## src/rtl/branch_resolve_unit_pkg.sv

```systemverilog
// Shared types for the branch resolve unit: branch control encoding, FSM states,
// and 2-bit saturating counter helpers.
package branch_resolve_unit_pkg;

  typedef enum logic [1:0] {
    BR_NONE = 2'b00,
    BR_ALU  = 2'b01,
    BR_MEM  = 2'b10,
    BR_RSVD = 2'b11
  } br_ctrl_t;

  typedef enum logic {
    IDLE  = 1'b0,
    FLUSH = 1'b1
  } bru_state_t;

  typedef logic [1:0] bht_ctr_t;

  localparam bht_ctr_t CTR_RESET = 2'b01;
  localparam bht_ctr_t CTR_MAX   = 2'b11;
  localparam bht_ctr_t CTR_MIN   = 2'b00;

  function automatic bht_ctr_t ctr_inc(input bht_ctr_t c);
    return (c == CTR_MAX) ? c : c + 2'd1;
  endfunction

  function automatic bht_ctr_t ctr_dec(input bht_ctr_t c);
    return (c == CTR_MIN) ? c : c - 2'd1;
  endfunction

endpackage

```

## src/rtl/branch_resolve_unit_bht.sv

```systemverilog
// Direct-mapped branch history/target table: two combinational lookup ports
// (fetch and resolve) and one synchronous write port, cleared on reset.
module branch_history_table
  import branch_resolve_unit_pkg::*;
#(
  parameter int WIDTH    = 16,
  parameter int IDX_BITS = 4
) (
  input  logic             clk,
  input  logic             reset,
  input  logic [WIDTH-1:0] rd_pc_a_i,
  output logic             hit_a_o,
  output bht_ctr_t         ctr_a_o,
  output logic [WIDTH-1:0] tgt_a_o,
  input  logic [WIDTH-1:0] rd_pc_b_i,
  output logic             hit_b_o,
  output bht_ctr_t         ctr_b_o,
  output logic [WIDTH-1:0] tgt_b_o,
  input  logic             wr_en_i,
  input  logic [WIDTH-1:0] wr_pc_i,
  input  logic [WIDTH-1:0] wr_tgt_i,
  input  bht_ctr_t         wr_ctr_i
);

  localparam int TAG_W   = WIDTH - IDX_BITS - 1;
  localparam int ENTRIES = 1 << IDX_BITS;

  logic             valid_q [ENTRIES];
  logic [TAG_W-1:0] tag_q   [ENTRIES];
  logic [WIDTH-1:0] tgt_q   [ENTRIES];
  bht_ctr_t         ctr_q   [ENTRIES];

  logic [IDX_BITS-1:0] idx_a, idx_b, idx_w;
  logic [TAG_W-1:0]    tag_a, tag_b, tag_w;

  // Bit 0 of a PC is always zero for word-aligned fetches.
  assign idx_a = rd_pc_a_i[IDX_BITS:1];
  assign idx_b = rd_pc_b_i[IDX_BITS:1];
  assign idx_w = wr_pc_i[IDX_BITS:1];
  assign tag_a = rd_pc_a_i[WIDTH-1:IDX_BITS+1];
  assign tag_b = rd_pc_b_i[WIDTH-1:IDX_BITS+1];
  assign tag_w = wr_pc_i[WIDTH-1:IDX_BITS+1];

  logic unused_pc_lsb;
  assign unused_pc_lsb = rd_pc_a_i[0] ^ rd_pc_b_i[0] ^ wr_pc_i[0];

  assign hit_a_o = valid_q[idx_a] && (tag_q[idx_a] == tag_a);
  assign ctr_a_o = ctr_q[idx_a];
  assign tgt_a_o = tgt_q[idx_a];
  assign hit_b_o = valid_q[idx_b] && (tag_q[idx_b] == tag_b);
  assign ctr_b_o = ctr_q[idx_b];
  assign tgt_b_o = tgt_q[idx_b];

  always_ff @(posedge clk) begin
    if (reset) begin
      for (int i = 0; i < ENTRIES; i++) begin
        valid_q[i] <= 1'b0;
        tag_q[i]   <= '0;
        tgt_q[i]   <= '0;
        ctr_q[i]   <= CTR_RESET;
      end
    end else if (wr_en_i) begin
      valid_q[idx_w] <= 1'b1;
      tag_q[idx_w]   <= tag_w;
      tgt_q[idx_w]   <= wr_tgt_i;
      ctr_q[idx_w]   <= wr_ctr_i;
    end
  end

endmodule

```

## src/rtl/branch_resolve_unit.sv

```systemverilog
// Fetch-side prediction plus WB-stage branch resolution with a registered
// flush/redirect sequence. Optional counters enabled by `define BRANCH_STATS_EN.
module branch_resolve_unit
  import branch_resolve_unit_pkg::*;
#(
  parameter int WIDTH        = 16,
  parameter int IDX_BITS     = 4,
  parameter int FLUSH_CYCLES = 2
) (
  input  logic             clk,
  input  logic             reset,
  input  logic [WIDTH-1:0] fetch_pc,
  output logic [WIDTH-1:0] predict_addr,
  output logic             predict_taken,
  input  logic             resolve_valid,
  input  logic             resolve_isbranch,
  input  logic [WIDTH-1:0] resolve_pc,
  input  logic [1:0]       br_ctrl,
  input  logic [WIDTH-1:0] alu_target,
  input  logic [WIDTH-1:0] mem_target,
  input  logic [WIDTH-1:0] resolve_predict_addr,
`ifdef BRANCH_STATS_EN
  output logic [31:0]      branch_count,
  output logic [31:0]      mispredict_count,
`endif
  output logic             flush,
  output logic [WIDTH-1:0] redirect_pc
);

  localparam int CNT_W = (FLUSH_CYCLES > 1) ? $clog2(FLUSH_CYCLES) : 1;

  bru_state_t       state_q, state_d;
  logic [CNT_W-1:0] cnt_q, cnt_d;
  logic [WIDTH-1:0] redir_q, redir_d;

  br_ctrl_t         br;
  logic [WIDTH-1:0] sel, actual_next;
  logic             sel_vld, check_en, mispredict, taken;

  logic             hit_a, hit_b;
  bht_ctr_t         ctr_a, ctr_b, wr_ctr;
  logic [WIDTH-1:0] tgt_a, tgt_b, wr_tgt;
  logic             wr_en;

  branch_history_table #(.WIDTH(WIDTH), .IDX_BITS(IDX_BITS)) u_bht (
    .clk       (clk),
    .reset     (reset),
    .rd_pc_a_i (fetch_pc),
    .hit_a_o   (hit_a),
    .ctr_a_o   (ctr_a),
    .tgt_a_o   (tgt_a),
    .rd_pc_b_i (resolve_pc),
    .hit_b_o   (hit_b),
    .ctr_b_o   (ctr_b),
    .tgt_b_o   (tgt_b),
    .wr_en_i   (wr_en),
    .wr_pc_i   (resolve_pc),
    .wr_tgt_i  (wr_tgt),
    .wr_ctr_i  (wr_ctr)
  );

  logic unused_ctr_lsb;
  assign unused_ctr_lsb = ctr_a[0];

  assign predict_taken = hit_a & ctr_a[1];
  assign predict_addr  = predict_taken ? tgt_a : fetch_pc + WIDTH'(2);

  assign br = br_ctrl_t'(br_ctrl);

  always_comb begin
    sel     = resolve_pc;
    sel_vld = 1'b0;
    unique case (br)
      BR_ALU:  begin sel = alu_target; sel_vld = 1'b1; end
      BR_MEM:  begin sel = mem_target; sel_vld = 1'b1; end
      BR_NONE: begin sel = resolve_pc; sel_vld = resolve_isbranch; end
      default: begin sel = resolve_pc; sel_vld = 1'b0; end
    endcase
  end

  assign actual_next = sel + WIDTH'(2);
  assign check_en    = resolve_valid & (state_q == IDLE) & sel_vld;
  assign mispredict  = check_en & (actual_next != resolve_predict_addr);
  assign taken       = (br != BR_NONE);

  // Not-taken only trains an entry this branch already owns; jumps pin strongly taken.
  always_comb begin
    wr_en  = check_en & (taken | hit_b);
    wr_tgt = taken ? sel : tgt_b;
    if (!resolve_isbranch) wr_ctr = CTR_MAX;
    else if (taken)        wr_ctr = ctr_inc(ctr_b);
    else                   wr_ctr = ctr_dec(ctr_b);
  end

  always_ff @(posedge clk) begin
    if (reset) begin
      state_q <= IDLE;
      cnt_q   <= '0;
      redir_q <= '0;
    end else begin
      state_q <= state_d;
      cnt_q   <= cnt_d;
      redir_q <= redir_d;
    end
  end

  always_comb begin
    state_d = state_q;
    cnt_d   = cnt_q;
    redir_d = redir_q;
    unique case (state_q)
      IDLE: if (mispredict) begin
        state_d = FLUSH;
        cnt_d   = CNT_W'(FLUSH_CYCLES - 1);
        redir_d = actual_next;
      end
      FLUSH: begin
        if (cnt_q == '0) state_d = IDLE;
        else             cnt_d   = cnt_q - CNT_W'(1);
      end
      default: state_d = IDLE;
    endcase
  end

  always_comb begin
    flush       = (state_q == FLUSH);
    redirect_pc = redir_q;
  end

`ifdef BRANCH_STATS_EN
  logic [31:0] br_cnt_q, mp_cnt_q;

  always_ff @(posedge clk) begin
    if (reset) begin
      br_cnt_q <= '0;
      mp_cnt_q <= '0;
    end else begin
      if (check_en && br_cnt_q != 32'hFFFF_FFFF)   br_cnt_q <= br_cnt_q + 32'd1;
      if (mispredict && mp_cnt_q != 32'hFFFF_FFFF) mp_cnt_q <= mp_cnt_q + 32'd1;
    end
  end

  assign branch_count     = br_cnt_q;
  assign mispredict_count = mp_cnt_q;
`endif

endmodule

```

## config.mk

```make
export PLATFORM = sky130hd
export DESIGN_NAME = branch_resolve_unit
export DESIGN_NICKNAME = d
export VERILOG_FILES = /design/src/rtl/branch_resolve_unit_pkg.sv /design/src/rtl/branch_resolve_unit_bht.sv /design/src/rtl/branch_resolve_unit.sv
export SDC_FILE = /design/constraint.sdc
export NUM_CORES = 1
export LEC_CHECK = 0
export ABC_CLOCK_PERIOD_IN_PS = 13210
export CAP_MARGIN = 30
export CORE_UTILIZATION = 60
export DETAILED_ROUTE_END_ITERATION = 10
export PLACE_DENSITY = 0.79
export RECOVER_POWER = 25
export SLEW_MARGIN = 0
export SYNTH_ARGS = -nofsm -noshare
export SYNTH_HDL_FRONTEND = slang
export SYNTH_SLANG_ARGS = --single-unit
export TNS_END_PERCENT = 1
```

## constraint.sdc

```tcl
create_clock -name clk -period 13.21 [get_ports clk]
set_clock_uncertainty 0.2 [all_clocks]
set_input_delay 1.321 -clock clk [delete_from_list [all_inputs] [get_ports clk]]
set_output_delay 1.321 -clock clk [all_outputs]
set_load 0.03 [all_outputs]
```

==> metrics.txt, run 1 <==
Synth top area share a little under three fifths; CTS tree built; Slew HR -127%; crit end category flip-flop; max-cap violations 3; #FFs+latches synth 498; share of cells above drive strength 1 around a fifth; Crit path largest cell delay 1.37 ns; Root Driver clkbuf_16; hold_sp cnt_q$_SDFFE_PP0P_; Max VDD drop approximately 0.1 mV; Max Fclk 110 MHz; DRC violations left 0; worst skew pair latency slightly above 0.6 ns; Worst Hold Class flip-flop to flip-flop; DP HPWL ~44 mm; hold depth 2; status finished with violations; asr flop ratio synth 0%; ys flop type edfxtp_1; core area 40800 µm²; H-tree levels 2; # clock sinks 498; Total Nets Final 1984; P_sw between 0.9 and 1 mW; number of global-route vias before repair 16900; cells along the critical path dlygate4sd3_1 -> inv_1 -> ha_1 -> clkbuf_1 -> a21oi_1 -> or4b_1 -> nor3b_1 -> nand4_1 -> o31ai_1 -> clkbuf_1 -> nand3_2 -> clkbuf_1 -> o21bai_1 -> buf_4; largest net degree at the start of global routing 71; Yosys Warn Count 0; Tmin final 9.11 ns; Seq/Total Area, Yosys about three fifths; worst path required time ~13 ns; crit start category input pin; reg2reg end u_bht.tag_q[13][4]$_SDFFCE_PN0P_; cells on worst reg2reg path 10; slowest stage cell, crit path o21bai_1; Routed WL 70.4 mm; worst-margin pin slew approximately 3.4 ns; Synth area leaders edfxtp_1, mux4_2, nor2_1; # Post-CTS Setup Buffers 0; Clock Power Share 39.5%; site row count 74; Die Area 42200 µm²; R2R Setup Slk around 6.4 ns; crit-path leading delay family buffers and inverters; worst reg2reg path startpoint u_bht.tag_q[6][0]$_SDFFCE_PN0P_; Post-synth EDFFs 464; CTS Buf Count 52; non-filler cells, final 2464; commonest cells in the synthesized netlist nor2_1, edfxtp_1, mux4_2, clkbuf_1, nand2_1; RSZ-0062 raised after global routing false; initial antenna violation count 0; starting density of the core 60.8%; Sequential Power Share about half; Pins Over Slew Limit 146; Initial DRC Count about 2200; post-synth cell types 62; # setup viols final 0; part of the cycle the worst path needs between 60 and 70%; combinational share of power 12.3%; failing checks capacitance limit, slew limit; fill count approximately 2600; ANT nets after route 0; Fin. Hold Viols 0; first-pass GRT wire length 104 mm; Hold EP flush$_SDFF_PP0_; Clock Path Buffers 3; total grt overflow 0; CP Class input pin to flip-flop; Leak 9.54 nW; Top Ports 120; mapped cell area 24800 µm²; top-count cell post-synth nor2_1; Port Buffers 119; Avg Vias per Cell 6.87; Net Count, Synth ~1900; Placed Instances between 2000 and 2500; die width 205 µm; PwrDens 132 nW/µm²; setup slack after layout 4.10 ns; most used cell, CP clkbuf_1; fin util 69.2%; Clock transition at path regs 0.06 ns; placer congestion estimate around 0.91; drt first pass iters 6; Internal 2.81 mW; drt wl/cell 28.6 µm; Worst Path Max Fanout 56; Area Growth Syn to Fin 13.7%; syn avg cell area 13.6 µm²; Worst Path Buf+Inv 6; pre-CTS setup slack 5.29 ns; Syn Inst Count 1821; die height 205 µm; TNS Setup 0 ns; post-CTS sizing 0; n_diodes 0; via count between 15000 and 20000; Sw Share 24.6%; # hold bufs at CTS 0; leading area contributor after synthesis edfxtp_1; total track usage 34.2%; WP data arrival 9.19 ns
## state kept, by name (all words and copies together), names as in the netlist
name / flops
cnt_q: 1
u_bht.ctr_q: 32
u_bht.valid_q: 16
u_bht.tag_q: 176
flush: 1
redirect_pc: 16
u_bht.tgt_q: 256
## placed cells by master (no fill, tap or decap), drive strengths merged, types with 6 or more instances in the layout
cell / count
nor2: 478
edfxtp: 464
mux4: 202
clkdlybuf4s50: 93
nand2: 89
clkbuf: 73
buf: 61
xnor2: 42
dfxtp: 34
nand2b: 31
a21oi: 31
inv: 30
nand3: 22
dlygate4sd3: 18
clkinv: 18
nand4: 17
o21bai: 17
o22ai: 16
mux2: 16
mux2i: 16
a211oi: 15
o21ai: 14
xor2: 12
a22o: 11
nor2b: 11
nor3: 10
a21o: 6
ha: 6
bufinv: 6
a22oi: 6
## through the flow
stage	total power [mW]	area (µm²)	hold slack [ns]
after CTS	3.72	28200	0.278
final	3.73	28200	0.279
after global placement	2.26	26400	0.243
after floorplan	2.10	24800	0.237
after detailed placement	2.27	26500	0.270
after global routing	3.81	28200	0.303
## final cells by class
type	instances	area (µm²)	area share [%]
flip-flops and latches	498	14600	51.7
multi-input cells	1133	9490	33.6
repair buffers	179	1690	5.97
clock buffers	66	1380	4.87
well taps	532	666	2.36
clock inverters	28	304	1.08
inverters	28	105	0.372
## power by group through the flow
| stage | registers (mW) | clock network, mW | logic [mW] |
|---|---|---|---|
| 2_1_floorplan | 1.83 | 0 | 0.276 |
| 3_3_place_gp | 1.83 | 0 | 0.435 |
| 3_5_place_dp | 1.83 | 0 | 0.446 |
| 4_1_cts | 1.80 | 1.47 | 0.451 |
| 5_1_grt | 1.80 | 1.53 | 0.479 |
| 6_report | 1.80 | 1.47 | 0.458 |
## routing by layer
layer / GRT usage (%) / part of all wire, % / up-vias
met1: 46.2 / 35 / 8368
met5: 0 / 0 / -
met4: 13.4 / 3.8 / 0
met2: 52.3 / 47 / 1399
met3: 10.4 / 15 / 192
li1: - / - / 6957
## worst max path at each step
stage / start / endpoint / slack (ns) / depth (start not counted)
after floorplan: fetch_pc[1] / predict_addr[1] / 7.22 / 10
after global placement: fetch_pc[1] / predict_addr[0] / 5.27 / 12
after detailed placement: fetch_pc[1] / predict_addr[6] / 5.29 / 12
after CTS: fetch_pc[1] / predict_addr[0] / 5.28 / 9
after global routing: br_ctrl[0] / u_bht.tag_q[13][4]$_SDFFCE_PN0P_ / 4.00 / 14
final: br_ctrl[0] / u_bht.tag_q[13][4]$_SDFFCE_PN0P_ / 4.10 / 14
## worst register-to-register path, stage by stage, from the launching register on
cell and delay, ns:
edfxtp_1 0.42, mux4_2 0.48, mux4_2 0.50, xnor2_1 0.18
nand4_1 0.21, o31ai_1 0.11, clkbuf_1 0.35, nand3_2 0.17
clkbuf_1 2.41, o21bai_1 0.97, buf_4 0.49
## cells by family (layout without fill, tap and decap cells)
family                     Yosys count  count (layout)  share of synthesized area, %
DFF                                498             498                          58.8
adders and majority gates            6               6                         0.302
AOI/OAI and AO/OA                  141             141                          4.07
and+or+nand+nor                    696             696                          11.8
xor gates and xnor gates            56              56                          2.09
muxes                              234             234                          19.7
buffers and inverters              190             301                          3.14
No activity file was read; power rests on OpenSTA's default activity.
==> inputs of run 2 (changes only) <==
--- a/config.mk
+++ b/config.mk
@@ -5,11 +5,11 @@
 export SDC_FILE = /design/constraint.sdc
 export NUM_CORES = 1
 export LEC_CHECK = 0
-export ABC_CLOCK_PERIOD_IN_PS = 13210
+export ABC_CLOCK_PERIOD_IN_PS = 8380
 export CAP_MARGIN = 30
-export CORE_UTILIZATION = 60
+export CORE_UTILIZATION = 55
 export DETAILED_ROUTE_END_ITERATION = 10
-export PLACE_DENSITY = 0.79
+export PLACE_DENSITY = 0.77
 export RECOVER_POWER = 25
 export SLEW_MARGIN = 0
 export SYNTH_ARGS = -nofsm -noshare
==> constraint.sdc (replaced) <==
create_clock -name clk -period 8.38 [get_ports clk]
set_clock_uncertainty 0.2 [all_clocks]
set_input_delay 0.838 -clock clk [delete_from_list [all_inputs] [get_ports clk]]
set_output_delay 0.838 -clock clk [all_outputs]
set_load 0.03 [all_outputs]
==> run 2 against run 1 <==
  * The flow still finishes with violations (capacitance limit, slew limit)
  * Design area increased by 0.31%
  * Utilization is 5.4 points lower
  * Sequential power increased by 57%
  * Hold slack worse by 0.011 ns
  * Final cell count up 2.1%
  * Highest routed layer is now met5
  * Flip-flop and latch count is the same
  * Total power increased by 54%
  * Non-clock buffer count decreased by 5
  * Worst setup slack got worse by 2.6 ns
  * Die area rose by 9.0%
  * Register-to-register slack lost 2.9 ns
  * Clock power rose by 47%
==> metrics.txt, run 2 (synthesis results as in run 1) <==
DRC violations left 0; hold_ws 0.268 ns; first-pass GRT wire length ~110 mm; non-filler cells, final 2516; worst skew pair latency 0.60 ns; PwrDens 202 nW/µm²; Worst Path Buf+Inv 5; reg2reg end u_bht.tag_q[15][10]$_SDFFCE_PN0P_; H-tree levels 2; TNS Setup 0 ns; total grt overflow 0; worst-margin pin slew approximately 1.7 ns; crit end category flip-flop; hold depth 2; post-CTS sizing 0; CTS Buf Count 50; Hold EP flush$_SDFF_PP0_; Avg Vias per Cell 6.79; Top Ports between 100 and 150; Leak roughly 9.6 nW; # Post-CTS Setup Buffers 0; Slew HR -15.4%; setup slack after layout roughly 1.5 ns; RSZ-0062 raised after global routing false; number of global-route vias before repair ~17000; Clock transition at path regs roughly 0.060 ns; WP data arrival 6.89 ns; # setup viols final 0; part of the cycle the worst path needs between 80% and 90%; CP Class input pin to flip-flop; Fin. Hold Viols 0; Crit path largest cell delay 1.25 ns; Clock Path Buffers 3; total track usage about a third; Port Buffers 119; Worst Path Max Fanout 31; hold_sp cnt_q$_SDFFE_PP0P_; Final Power 5.73 mW; Max Fclk 145 MHz; die height between 200 and 250 µm; site row count 77; top flop regs u_bht.tgt_q x256, u_bht.tag_q x176, u_bht.ctr_q x32; ANT nets after route 0; Total Nets Final 1977; # hold bufs at CTS 0; worst reg2reg path startpoint u_bht.tag_q[8][3]$_SDFFCE_PN0P_; placer congestion estimate between 0.8 and 0.9; initial antenna violation count 1; worst path required time 8.37 ns; post-route cell area 28300 µm²; Die Area ~46000 µm²; core area approximately 44000 µm²; crit start category input pin; drt first pass iters 7; status finished with violations; crit-path leading delay family buffers and inverters; cells along the critical path clkdlybuf4s50_1 -> inv_1 -> ha_1 -> clkbuf_1 -> a21oi_1 -> or4b_1 -> nor3b_1 -> nand4_1 -> o31ai_1 -> buf_4 -> nand3_2 -> buf_4 -> o21bai_2; Placed Instances between 2000 and 2500; fin util 63.8%; DP HPWL 47.9 mm; max-cap violations 1; n_diodes 0; # clock sinks ~500; Routed WL 71.9 mm; pre-CTS setup slack 2.03 ns; Root Driver clkbuf_16; failing checks capacitance limit, slew limit; commonest non-fill, non-tap cell in the layout nor2_1; number of flip-flops in the largest register 256; CTS tree built; Reg with most FFs u_bht.tgt_q; fill count 3144; share of cells above drive strength 1 20.4%; slowest stage cell, crit path clkbuf_1; most used cell, CP buf_4; drt wl/cell 28.6 µm; die width 214 µm; starting density of the core 55.9%; Pins Over Slew Limit 32; most frequent cells in the layout nor2_1, edfxtp_1, mux4_2; Tmin final 6.90 ns; DP Area between 20000 and 30000 µm²; via count 17100; Max VDD drop 0.204 mV; cells on worst reg2reg path 9; Worst Hold Class flip-flop to flip-flop; R2R Setup Slk 3.54 ns; Area Growth Syn to Fin 14.1%; Initial DRC Count 2511; largest net degree at the start of global routing 77
-- run 2: cell types whose count changed in the layout (fill, tap and decap cells not counted), sizes merged --
cell and delta:
buf -1, bufinv -3, clkbuf -7, clkdlybuf4s50 +1, clkinv +2, dlygate4sd3 -1, inv +1
-- run 2: how the worst max path moves through the flow --
| stage | from | end | slack [ns] | depth (start not counted) |
|---|---|---|---|---|
| 6_report | br_ctrl[0] | u_bht.tag_q[15][10]$_SDFFCE_PN0P_ | 1.48 | 13 |
| 5_1_grt | br_ctrl[0] | u_bht.tag_q[12][3]$_SDFFCE_PN0P_ | 1.10 | 13 |
| 4_1_cts | fetch_pc[1] | predict_addr[7] | 2.30 | 11 |
| 3_5_place_dp | br_ctrl[0] | redirect_pc[0]$_SDFFE_PP0P_ | 2.03 | 16 |
| 3_3_place_gp | br_ctrl[0] | flush$_SDFF_PP0_ | 2.13 | 16 |
| 2_1_floorplan | fetch_pc[1] | predict_addr[1] | 3.35 | 10 |
-- run 2: cell type report --
| type | count | area, µm² | share of cell area, % |
|---|---|---|---|
| Sequential cell | 498 | 14600 | 51.6 |
| Multi-Input combinational cell | 1133 | 9550 | 33.7 |
| Clock inverter | 28 | 248 | 0.874 |
| Clock buffer | 63 | 1310 | 4.62 |
| Tap cell | 592 | 741 | 2.61 |
| Timing Repair Buffer | 174 | 1760 | 6.22 |
| Inverter | 28 | 105 | 0.371 |
-- run 2: power by group --
| part | internal (mW) | leakage [nW] | switching, mW | total, mW |
|---|---|---|---|---|
| clock network | 1.20 | 0.756 | 0.958 | 2.16 |
| logic | 0.294 | 3.74 | 0.440 | 0.734 |
| registers | 2.80 | 5.06 | 0.0384 | 2.83 |
| total | 4.29 | 9.55 | 1.44 | 5.73 |
-- run 2: metal layers --
| layer | wire, µm | track usage, % | up-vias |
|---|---|---|---|
| met3 | 8300 | 5.59 | 229 |
| li1 | - | - | 6951 |
| met1 | 24600 | 41.0 | 8539 |
| met5 | 13 | 0 | - |
| met4 | 3640 | 16.2 | 2 |
| met2 | 35300 | 51.5 | 1354 |
-- run 2: worst register-to-register path, cell delays in order (launching register included) --
cell and delay, ns:
edfxtp_1 0.43, mux4_2 0.48, mux4_2 0.52, xnor2_1 0.23
nand4_1 0.19, o31ai_1 0.29, buf_4 0.23, nand3_2 0.52
buf_4 0.49, o21bai_2 0.87
